[config.mk]
export PLATFORM = sky130hd
export DESIGN_NAME = mux_bist_ctrl
export DESIGN_NICKNAME = d
export VERILOG_FILES = /design/src/rtl/mux_bist_ctrl.sv
export SDC_FILE = /design/constraint.sdc
export NUM_CORES = 1
export LEC_CHECK = 0
export CAP_MARGIN = 20
export CORE_MARGIN = 3
export CORE_UTILIZATION = 46
export DETAILED_ROUTE_END_ITERATION = 10
export PLACE_DENSITY_LB_ADDON = 0.3
export SLEW_MARGIN = 20
export SYNTH_ARGS = -nofsm -noshare
export SYNTH_HDL_FRONTEND = slang
export SYNTH_SLANG_ARGS = --single-unit
[constraint.sdc]
create_clock -name clk -period 2 [get_ports clk]
set_input_delay 0.4 -clock clk [delete_from_list [all_inputs] [get_ports clk]]
set_output_delay 0.4 -clock clk [all_outputs]
set_load 0.1 [all_outputs]
[src/rtl/mux_bist_ctrl.sv]
// Purpose : BIST controller for a 2:1 mux cell. Sweeps patterns {c,d,sl} = 0..NPAT-1,
//           compares the mux output to a golden model and reports a registered verdict.
// Latency : done rises 2*NPAT cycles after the start edge (one apply + one capture per pattern).
// Backpressure: none; start is honoured only in IDLE/DONE and ignored while a sweep runs.
//
// Ports:
//   clk, rst_n        clock, asynchronous active-low reset
//   start             begin a sweep (sampled in IDLE/DONE only)
//   pat_out[2:0]      pattern to the mux under test, {c, d, sl}
//   dut_o             mux output, sampled only in CAPTURE
//   busy / done       sweep in progress / sweep finished
//   pass              err_cnt == 0, valid while done
//   err_cnt           saturating mismatch count for the current sweep
//   fail_valid        at least one mismatch seen
//   first_fail        pattern index of the first mismatch (0 if none)
//   signature         MISR of captured outputs; present only when MUX_BIST_SIG_EN is
//                     defined, otherwise tied to 8'h00
module mux_bist_ctrl #(
    parameter int NPAT  = 8,
    parameter int CNT_W = 4
) (
    input  logic             clk,
    input  logic             rst_n,
    input  logic             start,
    output logic [2:0]       pat_out,
    input  logic             dut_o,
    output logic             busy,
    output logic             done,
    output logic             pass,
    output logic [CNT_W-1:0] err_cnt,
    output logic             fail_valid,
    output logic [2:0]       first_fail,
    output logic [7:0]       signature
);

    typedef enum logic [1:0] {
        S_IDLE    = 2'd0,
        S_APPLY   = 2'd1,
        S_CAPTURE = 2'd2,
        S_DONE    = 2'd3
    } state_t;

    localparam logic [2:0]       PAT_LAST = 3'(NPAT - 1);
    localparam logic [CNT_W-1:0] CNT_ONE  = CNT_W'(1);
    localparam logic [CNT_W-1:0] CNT_MAX  = '1;

    state_t           state_q, state_d;
    logic [2:0]       pat_q, pat_d;
    logic [CNT_W-1:0] err_q, err_d;
    logic             fail_vld_q, fail_vld_d;
    logic [2:0]       first_fail_q, first_fail_d;
    logic             busy_q, busy_d;
    logic             done_q, done_d;
    logic             pass_q, pass_d;
    logic             exp_bit;
    logic             mismatch;
`ifdef MUX_BIST_SIG_EN
    logic [7:0]       sig_q, sig_d;
`endif

    // Golden mux model: o = sl ? c : d, with pattern bits {c, d, sl}.
    assign exp_bit  = pat_q[0] ? pat_q[2] : pat_q[1];
    assign mismatch = (dut_o != exp_bit);

    always_comb begin
        state_d      = state_q;
        pat_d        = pat_q;
        err_d        = err_q;
        fail_vld_d   = fail_vld_q;
        first_fail_d = first_fail_q;
`ifdef MUX_BIST_SIG_EN
        sig_d        = sig_q;
`endif

        case (state_q)
            S_IDLE, S_DONE: begin
                if (start) begin
                    state_d      = S_APPLY;
                    pat_d        = 3'd0;
                    err_d        = '0;
                    fail_vld_d   = 1'b0;
                    first_fail_d = 3'd0;
`ifdef MUX_BIST_SIG_EN
                    sig_d        = 8'h00;
`endif
                end
            end
            // Settle cycle: the mux sees the new pattern before it is sampled.
            S_APPLY: begin
                state_d = S_CAPTURE;
            end
            S_CAPTURE: begin
                if (mismatch) begin
                    if (err_q != CNT_MAX) begin
                        err_d = err_q + CNT_ONE;
                    end
                    if (!fail_vld_q) begin
                        first_fail_d = pat_q;
                        fail_vld_d   = 1'b1;
                    end
                end
`ifdef MUX_BIST_SIG_EN
                sig_d = {sig_q[6:0], sig_q[7] ^ sig_q[5] ^ sig_q[4] ^ sig_q[3] ^ dut_o};
`endif
                if (pat_q == PAT_LAST) begin
                    state_d = S_DONE;
                end else begin
                    pat_d   = pat_q + 3'd1;
                    state_d = S_APPLY;
                end
            end
            default: begin
                state_d = S_IDLE;
            end
        endcase

        // Status flags are registered from the next state so they line up
        // with the results landing in the same edge.
        busy_d = (state_d == S_APPLY) || (state_d == S_CAPTURE);
        done_d = (state_d == S_DONE);
        pass_d = done_d && (err_d == '0);
    end

    always_ff @(posedge clk or negedge rst_n) begin
        if (!rst_n) begin
            state_q      <= S_IDLE;
            pat_q        <= 3'd0;
            err_q        <= '0;
            fail_vld_q   <= 1'b0;
            first_fail_q <= 3'd0;
            busy_q       <= 1'b0;
            done_q       <= 1'b0;
            pass_q       <= 1'b0;
        end else begin
            state_q      <= state_d;
            pat_q        <= pat_d;
            err_q        <= err_d;
            fail_vld_q   <= fail_vld_d;
            first_fail_q <= first_fail_d;
            busy_q       <= busy_d;
            done_q       <= done_d;
            pass_q       <= pass_d;
        end
    end

`ifdef MUX_BIST_SIG_EN
    always_ff @(posedge clk or negedge rst_n) begin
        if (!rst_n) begin
            sig_q <= 8'h00;
        end else begin
            sig_q <= sig_d;
        end
    end
    assign signature = sig_q;
`else
    assign signature = 8'h00;
`endif

    assign pat_out    = pat_q;
    assign err_cnt    = err_q;
    assign fail_valid = fail_vld_q;
    assign first_fail = first_fail_q;
    assign busy       = busy_q;
    assign done       = done_q;
    assign pass       = pass_q;

endmodule
==> run summary <==
Multi-input combinational cell area -> 499 sq um
Total GRT Usage -> 0.154
CP Capture Type -> register
Die height -> 51.1 um
Fin util -> 0.663
Top cells by area, synth -> dfrtp_1, a22o_1, ha_1, buf_4, nand2_1
Final min period -> 1870 ps
Remaining DRCs -> 0
ANT cells -> 0
I/O pin count -> 26
Synthesized instance count -> 93
Total Wirelength -> 1.85 mm
Critical Path Fanout Max -> 5
CTS H-Tree Depth -> 1
CTS sink count -> 16
Largest net degree at the start of global routing -> 11
Worst-skew pair later-pin latency -> 300 ps
Register area share after synthesis -> 0.428
Clock skew -> 9.30 ps
Crit path launch type -> register
Synth unique cells -> 31
Fraction of layout instances using a drive strength above 1 -> 0.308
Top cell type's share of synthesized area -> 0.428
Die area -> 2610 sq um
Syn Area/Cell -> 10.0 sq um
YS warnings -> 0
Vias per cell -> 5.28
CTS tree -> built
Fillers -> 167
FFs w/ async S/R, synth -> 1.00
Initial DRC Count -> 19
1st-pass router iterations -> 4
Tcrit/Tclk final -> 0.933
Lkg Pwr -> 0.588 nW
Critical path buffers and inverters -> 0
Clock-pin slew on the worst setup and hold paths -> 90 ps
Area Overhead vs Synth -> 29.0%
Biggest area consumer among synthesized cells -> dfrtp_1
Max incr delay on CP -> 460 ps
Antenna violations before repair -> 0
Final hold violation count -> 0
Synth Cell Area -> 935 sq um
Initial core utilization -> 0.513
FF+latch area -> 404 sq um
Hpwl dp -> 1.46 mm
Core Area -> 1820 sq um
Most common cell in the synthesized netlist -> dfrtp_1
Grt ovf -> 0
Final weighted congestion in routability-driven placement -> 0.788
Most common flop cell mapped by yosys -> dfrtp_1
Crit path launch -> pat_out[0]
Max-cap violations -> 0
Fin Hold WS -> 405 ps
R2r setup slk -> 130 ps
DR vias -> 766
Nets -> 131
Clock Tree Buf Depth -> 2
TritonCTS Buffers -> 3
Vias in the first global route -> 685
Clk root buf -> clkbuf_4
Final Power -> 1.92 mW
Critical Path RT -> 2180 ps
Post-synth top cells -> dfrtp_1, a22o_1, buf_4, nand2_1, ha_1
Worst path most repeated cell -> ha_1
Critical path cell sequence -> ha_1 -> ha_1 -> a21oi_1 -> o21ai_1 -> ha_1 -> and2_1 -> a22oi_2 -> nor4_2
TNS Setup -> 0 ps
Worst EP arrival -> 2040 ps
CP top delay family -> adder cells
Seq cells post-synth -> 16
Slowest CP cell -> dfrtp_2
RSZ-0062 raised after global routing -> true
Number of synthesized flops with an enable pin -> 0
DIE WIDTH -> 51.1 um
Reg-to-Reg End -> pass
VDD IR max -> 0.971 mV
Site row count -> 15
First-pass GRT wire length -> 2.98 mm
Antenna Nets Post-Route -> 0
Worst flop-to-flop path startpoint -> pat_out[0]
FF-to-FF path depth -> 8
Routed length per instance -> 12.8 um
Setup CP Type -> reg -> reg
Port-buffer cells -> 17
Hold Path Class -> in -> async
Setup-failing EPs final -> 0
Pwr dens -> 1590 nW/um^2
Final Max Tran Viols -> 0
Fmax -> 536 MHz
Outcome -> complete, no violations
per-layer routing:
layer | up-vias | routed length (um) | global-route usage | part of all wire
li1 | 378 | - | - | -
met1 | 357 | 800 | 0.193 | 0.43
met2 | 29 | 896 | 0.240 | 0.48
met3 | 2 | 133 | 0.0612 | 0.072
met4 | 0 | 19 | 0.0493 | 0.010
met5 | - | 0 | 0 | 0
logic make-up (layout without fill, tap and decap cells):
kind of cell | count (synthesis) | count (layout) | synth area share
simple gates | 30 | 30 | 0.187
mux | 1 | 1 | 0.0107
compound gates | 25 | 25 | 0.189
other cells | 1 | 8 | 0.00401
buf+inv | 12 | 32 | 0.0817
flops | 16 | 16 | 0.428
fa+ha+maj | 6 | 6 | 0.0803
xor+xnor | 2 | 2 | 0.0187
timing repair:
item | CTS | global route
setup endpoints to repair | 0 | 2
resized for setup | 0 | 4
hold endpoints to repair | 0 | 0
setup buffers | 0 | 2
hold buffers | 0 | 0
worst register-to-register path, stage by stage, from the launching register on:
cell and delay [ps]:
dfrtp_2 460, ha_1 220, ha_1 200, a21oi_1 160, o21ai_1 100, ha_1 240, and2_1 150, a22oi_2 170
nor4_2 50
how the worst max path moves through the flow:
stage          cells past startpoint  slack, ps             to
2_1_floorplan                      6       -170           pass
4_1_cts                            8         40           pass
3_3_place_gp                       5         70  first_fail[1]
5_1_grt                            7         -6           pass
3_5_place_dp                       6        -20           pass
6_report                           8        130           pass
layout make-up:
cell class	count	area share
Timing Repair Buffer	26	0.189
Inverter	2	0.00622
Clock buffer	4	0.0301
Tap cell	25	0.0259
Sequential cell	16	0.335
Multi-Input combinational cell	72	0.414
cell usage in the layout (no fill, tap or decap), types with 3 or more instances in the layout:
cell type | Yosys | routed
nor2b_1 | 3 | 3
dfrtp_1 | 16 | 13
conb_1 | 1 | 8
nand2_1 | 7 | 7
a22o_1 | 9 | 9
o21ai_0 | 4 | 3
clkbuf_4 | 0 | 3
nor2_1 | 5 | 5
clkdlybuf4s50_1 | 0 | 3
nand2b_1 | 3 | 3
a21oi_1 | 4 | 4
a31oi_1 | 3 | 3
ha_1 | 6 | 5
dfrtp_2 | 0 | 3
buf_4 | 8 | 21
power breakdown:
part | switching, mW | total [mW] | internal (mW)
clock | 0.102 | 0.213 | 0.111
sequential | 0.0693 | 0.474 | 0.405
combinational | 0.858 | 1.23 | 0.375
sequential cells by signal (all words and copies together), names as in the netlist:
| name | cells |
|---|---|
| pass | 1 |
| fail_valid | 1 |
| first_fail | 3 |
| done | 1 |
| pat_out | 3 |
| err_cnt | 4 |
| state_q | 2 |
| busy | 1 |
per-stage QoR:
| step | cells | cell area (sq um) | setup slack (ps) |
|---|---|---|---|
| after floorplan | 100 | 965 | -171 |
| after global placement | 139 | 1140 | 68.7 |
| after detailed placement | 139 | 1140 | -16.0 |
| after CTS | 143 | 1180 | 40.4 |
| after global routing | 145 | 1210 | -6.12 |
| final | 145 | 1210 | 134 |
No activity file was read; power rests on OpenSTA's default activity.
